--- src/rtl/fetch_line_buffer.sv ---
`default_nettype none
// ============================================================================
//  Module   : fetch_line_buffer
//  Purpose  : Two-line buffer between the I-cache and decode that issues one
//             instruction (with its PC) per cycle from the head line.
//  Revision : 1.0 - initial release
// ============================================================================

package fetch_pkg;
    localparam int XLEN            = 32;
    localparam int ILEN            = 32;
    localparam int ICACHE_INSTR    = 32;
    localparam int ICACHE_LINE_LEN = ICACHE_INSTR * ILEN;
    localparam int OFFSET          = $clog2(ILEN / 8);
    localparam logic [ILEN-1:0] NOP = 32'h0000_0013;

    typedef struct packed {
        logic [XLEN-1:0]            pc;
        logic [ICACHE_LINE_LEN-1:0] line;
    } icache_out_t;
endpackage

module fetch_line_buffer
    import fetch_pkg::*;
#(
    parameter int LINE_INSTR = ICACHE_INSTR,
    parameter int IDX_W      = $clog2(LINE_INSTR)
) (
    input  logic              clk_i,
    input  logic              rst_n_i,
    input  logic              flush_i,
    input  logic              line_valid_i,
    output logic              line_ready_o,
    input  icache_out_t       line_i,
    output logic              instr_valid_o,
    input  logic              instr_ready_i,
    output logic [ILEN-1:0]   instr_o,
    output logic [XLEN-1:0]   instr_pc_o,
    output logic [1:0]        occupancy_o
);

    localparam logic [IDX_W-1:0] c_LAST_IDX = IDX_W'(LINE_INSTR - 1);

    logic                       head_valid_q, head_valid_d;
    logic [ICACHE_LINE_LEN-1:0] head_line_q,  head_line_d;
    logic [XLEN-1:0]            head_pc_q,    head_pc_d;
    logic                       tail_valid_q, tail_valid_d;
    logic [ICACHE_LINE_LEN-1:0] tail_line_q,  tail_line_d;
    logic [XLEN-1:0]            tail_pc_q,    tail_pc_d;
    logic [IDX_W-1:0]           idx_q,        idx_d;

    logic w_fire;
    logic w_wrap;
    logic w_push;
    logic w_unused_head_pc;

    assign instr_valid_o = head_valid_q & ~flush_i;
    assign line_ready_o  = ~tail_valid_q & ~flush_i;
    assign occupancy_o   = {1'b0, head_valid_q} + {1'b0, tail_valid_q};

    assign instr_o    = head_valid_q ? head_line_q[idx_q*ILEN +: ILEN] : NOP;
    assign instr_pc_o = head_valid_q
                      ? {head_pc_q[XLEN-1:OFFSET+IDX_W], idx_q, {OFFSET{1'b0}}}
                      : '0;

    // Only the line tag of the head PC is needed; idx tracks the rest.
    assign w_unused_head_pc = ^head_pc_q[OFFSET+IDX_W-1:0];

    assign w_fire = instr_valid_o & instr_ready_i;
    assign w_wrap = w_fire & (idx_q == c_LAST_IDX);
    assign w_push = line_valid_i & line_ready_o;

    always_comb begin
        head_valid_d = head_valid_q;
        head_line_d  = head_line_q;
        head_pc_d    = head_pc_q;
        tail_valid_d = tail_valid_q;
        tail_line_d  = tail_line_q;
        tail_pc_d    = tail_pc_q;
        idx_d        = idx_q;

        if (flush_i) begin
            head_valid_d = 1'b0;
            tail_valid_d = 1'b0;
            idx_d        = '0;
        end else begin
            if (w_fire && !w_wrap) begin
                idx_d = idx_q + 1'b1;
            end

            if (w_wrap) begin
                if (tail_valid_q) begin
                    head_valid_d = 1'b1;
                    head_line_d  = tail_line_q;
                    head_pc_d    = tail_pc_q;
                    tail_valid_d = 1'b0;
                    idx_d        = tail_pc_q[OFFSET +: IDX_W];
                end else begin
                    head_valid_d = 1'b0;
                end
            end

            // A push only happens with the tail empty, so it never collides
            // with the tail-to-head promotion above.
            if (w_push) begin
                if (!head_valid_q || (w_wrap && !tail_valid_q)) begin
                    head_valid_d = 1'b1;
                    head_line_d  = line_i.line;
                    head_pc_d    = line_i.pc;
                    idx_d        = line_i.pc[OFFSET +: IDX_W];
                end else begin
                    tail_valid_d = 1'b1;
                    tail_line_d  = line_i.line;
                    tail_pc_d    = line_i.pc;
                end
            end
        end
    end

    always_ff @(posedge clk_i or negedge rst_n_i) begin
        if (!rst_n_i) begin
            head_valid_q <= 1'b0;
            head_line_q  <= '0;
            head_pc_q    <= '0;
            tail_valid_q <= 1'b0;
            tail_line_q  <= '0;
            tail_pc_q    <= '0;
            idx_q        <= '0;
        end else begin
            head_valid_q <= head_valid_d;
            head_line_q  <= head_line_d;
            head_pc_q    <= head_pc_d;
            tail_valid_q <= tail_valid_d;
            tail_line_q  <= tail_line_d;
            tail_pc_q    <= tail_pc_d;
            idx_q        <= idx_d;
        end
    end

endmodule
`default_nettype wire

--- config.mk ---
export PLATFORM = sky130hd
export DESIGN_NAME = fetch_line_buffer
export DESIGN_NICKNAME = d
export VERILOG_FILES = /design/src/rtl/fetch_line_buffer.sv
export SDC_FILE = /design/constraint.sdc
export NUM_CORES = 2
export LEC_CHECK = 0
export CORE_MARGIN = 2
export CORE_UTILIZATION = 47
export CTS_CLUSTER_SIZE = 40
export DETAILED_ROUTE_END_ITERATION = 10
export PLACE_DENSITY = 0.69
export SYNTH_ARGS = -nofsm -noshare
export SYNTH_HDL_FRONTEND = slang
export SYNTH_SLANG_ARGS = --single-unit
export TNS_END_PERCENT = 100
--- constraint.sdc ---
create_clock -name clk_i -period 3.5 [get_ports clk_i]
set_input_delay 0.7 -clock clk_i [delete_from_list [all_inputs] [get_ports clk_i]]
set_output_delay 0.7 -clock clk_i [all_outputs]
set_load 0.05 [all_outputs]
After elaboration in Yosys (flattened, before gate mapping) --
Index checks and enable logic that the tools add are counted.
Operators by class: equal/unequal tests 1, mux-type cells 25, reduce and logical (&&, ||, !) cells 7, shift operators 1, bitwise logic cells 8, $add $sub $neg 2
Operators with widths (count):
- 2-to-1 mux 1024 bit | 4
- indexed part select 1024 x 11 -> 32 bit | 1
- 2-to-1 mux 32 bit | 6
- 2-to-1 mux 5 bit | 6
- 2-to-1 mux 1 bit | 9
- adder 5 x 1 -> 5 bit, second input constant | 1
- AND 1 bit | 5
- equality test 5 bit, second input constant | 1
- zero test 1 bit | 3
- NOT 1 bit | 3
- AND reduction 3 bit | 1
- adder 1 x 1 -> 2 bit | 1
- logical AND 1 bit | 2
- logical OR 1 bit | 1
Word-level totals: word-level logic and storage cells 51, register bits 2119

Depth between registers and ports, before layout --
word-level depth 12, mapped depth 12, depth with buffers taken out 7

Worst setup path before layout --
OpenSTA, ideal clock, no wires.
path kind reg-to-output, start reg idx_q[0], end out instr_o[0], data arrival time 2.945 ns, stages on the path, launching flop included 7, path slack -0.145 ns, data required time 2.800 ns, cells stage by stage dfrtp_1 > buf_2 > buf_4 > buf_4 > mux4_2 > o22ai_1 > o41ai_1
On the way: longest elaborated chain between the ends 2
Ends and longest elaborated chain:
- start, declared | RTL line 50 | logic [IDX_W-1:0] idx_q, idx_d;
- start signal, assigned | RTL line 136 | idx_q <= idx_d;
- indexed part select 1024 x 11 -> 32 bit | RTL line 61 | assign instr_o = head_valid_q ? head_line_q[idx_q*ILEN +: ILEN] : NOP;
- 2-to-1 mux 32 bit | RTL line 61
- end, declared | RTL line 37 | output logic [ILEN-1:0] instr_o,
Every way passes these cells.

Worst setup path after layout --
start reg idx_q[0], end out instr_o[12]
Same word-level chain as after synthesis.

==> impl_results.md <==
- CTS tree: built
- Largest net degree at the start of global routing: 166
- First-pass GRT wire length: 502,000 µm
- Vias in the first global route: 73,800
- Crit path kind: register to output pin
- P_sw: roughly 21 mW
- Core area: 199,000 µm²
- Fill cell count: 15,800
- R2r setup slk: 0.10 ns
- Overall Global Routing Usage: 33.5%
- Peak VDD IR: 497 µV
- CP Launch Type: register
- Top-count cell post-synth: dfrtp_1
- Max Clk Rate: 0.234 GHz
- Wirelength, routed: between 300,000 and 400,000 µm
- Setup TNS: -20.46 ns
- Hold/Removal Path Class: primary input to register
- RSZ-0062 raised after global routing: true
- Root Driver: clkbuf_16
- Share of layout cells above drive strength 1: roughly 23%
- Prevailing post-synth register cell: dfrtp_1
- Fin Hold WS: 0.381 ns
- Post-Syn Instances: 8,684
- I/O Pins: 1,129
- Avg Cell Area, Syn: 10.8 µm²
- H-tree levels: 4
- P_int: 52.7 mW
- Final hold violation count: 0
- # DRC: 0
- Post-route ant nets: 0
- Place WS: -1.04 ns
- Die X: 452 µm
- Post-synthesis sequential area ratio: 56.1%
- Clock power share: 33.9%
- Most instantiated cells after synthesis: dfrtp_1 (2,110), nand2_1 (2,108), a31oi_1 (1,079)
- Initial antenna violation count: 179
- Seq cells post-synth: 2,110
- Post-synth EDFFs: 0
- Final worst path period share: 122%
- Worst stage delay on the critical path: between 0.4 and 0.5 ns
- Synthesis Warnings: 0
- GP Congestion: around 0.96
- CP Capture Type: output pin
- Synth cell types: 46
- Worst-Skew Late Latency: 0.92 ns
- Async SR Flop Fraction: 100%
- # setup viols final: 32
- CP Data Arrival Time: 3.57 ns
- Switching part of the total: 28.8%
- Comb pwr share: 20.5%
- Tot Pwr: 74.1 mW
- CTS sink count: 2,110
- Power per Cell Area: about 610 nW/µm²
- Failing checks: setup timing
- Worst Skew: ~0.067 ns
- DR vias/cell: approximately 6
- Total Nets Final: roughly 11,000
- Num CTS Buffers: 221
- Pre-antenna DRT Iters: 7
- Mapped Area: 94,100 µm²
- Initial Util: 47.2%
- Area leader, netlist: dfrtp_1
- Drt wl/cell: about 28 µm
- Global route total overflow: 0
- Area grow syn2layout: 28.7%
- Flop pwr share: 45.6%
- Std-Cell Rows: 164
- Port-buffer cells: 1,124
- Crit-path cells: buf_12, buf_12, buf_12, mux4_2, a22o_4, a221oi_4, buf_4, o22ai_4, buf_6
- Synth top area share: 56.1%
- Required @ worst endpoint: 2.80 ns
- Max Root-Sink Buffers: 3
- Clock-pin slew on the worst setup and hold paths: 0.06 ns
- Leakage power: 51.3 nW
- Max Slew Vio Count: 0
- Max cap viols: 0
- Iteration-0 DRC Markers: 8,530
- Vias post-DR: 76,300
- Tightest Pin Transition: ~0.91 ns
- Top cell by count, worst path: buf_12
- DIE AREA: 204,000 µm²
- Relative slew slack: 39.5%
- Min Tclk post-route: 4.27 ns
- Post-DP HPWL: 249,000 µm
- Crit Path Max Fanout: 5
- Top post-synthesis cells by area: dfrtp_1 (56%), mux2_2 (13%), nand2_1 (8.4%)
- Die outline height: 452 µm
- Final worst slack: -0.768 ns
- Critical path's slowest cell: dfrtp_4
- Status: complete, but fails checks
## state kept, by name (all words and copies together) (netlist names)
name and cells:
idx_q 5, head_valid_q 1, tail_line_q 1024, head_line_q 1024, tail_valid_q 1, tail_pc_q 30, head_pc_q 25
## layout make-up
type,instances,area [µm²],area share [%]
flip-flops and latches,2110,52800,43.6
multi-input cells,5880,39600,32.7
repair buffers,1529,17300,14.3
clock buffers,319,6520,5.38
well taps,2656,3320,2.74
clock inverters,90,1250,1.04
diodes,124,310,0.256
inverters,2,7.51,0.00620
## per-layer routing
| metal | global-route usage, % | wire, µm | vias to the layer above |
|---|---|---|---|
| met3 | 8.29 | 32200 | 878 |
| li1 | - | - | 32500 |
| met4 | 24.3 | 28500 | 88 |
| met5 | 0 | 560 | - |
| met1 | 42.4 | 134000 | 38900 |
| met2 | 50.4 | 164000 | 3813 |
## cell families after synthesis
logic type	Yosys count	synth area share, %
other cells	1	0.00398
simple gates	3221	13.0
compound gates	1283	8.95
mux	1370	18.6
fa+ha+maj	3	0.0399
flops	2110	56.1
xor+xnor	1	0.00931
buf+inv	695	3.28
## path summary, 6_finish.rpt
kind                                              start                      endpoint  cells past startpoint
max                                  idx_q[0]$_DFF_PN0_                   instr_o[12]                      9
min                                         line_i[735]  head_line_q[735]$_DFFE_PN0N_                      3
max reg2reg                          idx_q[0]$_DFF_PN0_  head_line_q[223]$_DFFE_PN0N_                     13
min reg2reg                tail_line_q[737]$_DFFE_PN0P_  head_line_q[737]$_DFFE_PN0N_                      2
min in group asynchronous                       rst_n_i  head_line_q[915]$_DFFE_PN0N_                      2
max in group asynchronous                       rst_n_i  tail_line_q[612]$_DFFE_PN0P_                      3
## cells in the final DEF, fill, tap and decap left out, drive strengths merged, types with 4 or more instances in the layout
cell type / count
a21oi: 5
a221oi: 29
a22o: 58
a22oi: 58
a31oi: 1079
and2: 32
buf: 418
bufinv: 23
clkbuf: 343
clkdlybuf4s50: 1057
clkinv: 50
clkinvlp: 11
dfrtp: 2110
diode: 124
dlygate4sd2: 22
dlymetal6s2s: 5
inv: 8
mux2: 1056
mux2i: 116
mux4: 198
nand2: 2108
nand3b: 6
nor2: 1057
nor2b: 4
o22ai: 41
o41ai: 5
## worst max-delay path, delay by kind of cell (launching register included)
| family | cells | cell delay [ns] |
|---|---|---|
| flops | 1 | 0.49 |
| mux | 1 | 0.43 |
| buf+inv | 5 | 0.84 |
| compound gates | 3 | 0.88 |
## stage by stage
step                instance area [µm²]  utilization [%]  instances
detailed placement               110000             55.1      12100
finish                           121000             60.7      12700
floorplan                         94200                -       8685
global placement                 110000             55.1      12100
CTS                              119000             59.8      12500
global route                     121000             60.7      12700
## power groups by stage
stage               combinational [mW]  sequential (mW)  clock (mW)
floorplan                         8.43             32.7           0
detailed placement                14.0             33.9           0
global route                      16.2             34.3        26.4
finish                            15.2             33.8        25.1
CTS                               14.8             33.6        25.3
global placement                  13.6             33.6           0
## repair_timing
| action | 4_1_cts | 5_1_grt |
|---|---|---|
| hold endpoints to repair | 54 | 0 |
| gates resized for setup | 264 | 117 |
| pin swaps | 32 | 38 |
| cloned | 8 | 24 |
| setup buffers | 23 | 32 |
| endpoints found under the setup margin | 66 | 1346 |
| hold buffers | 1 | 0 |
Power figures use the tool's default switching activity.
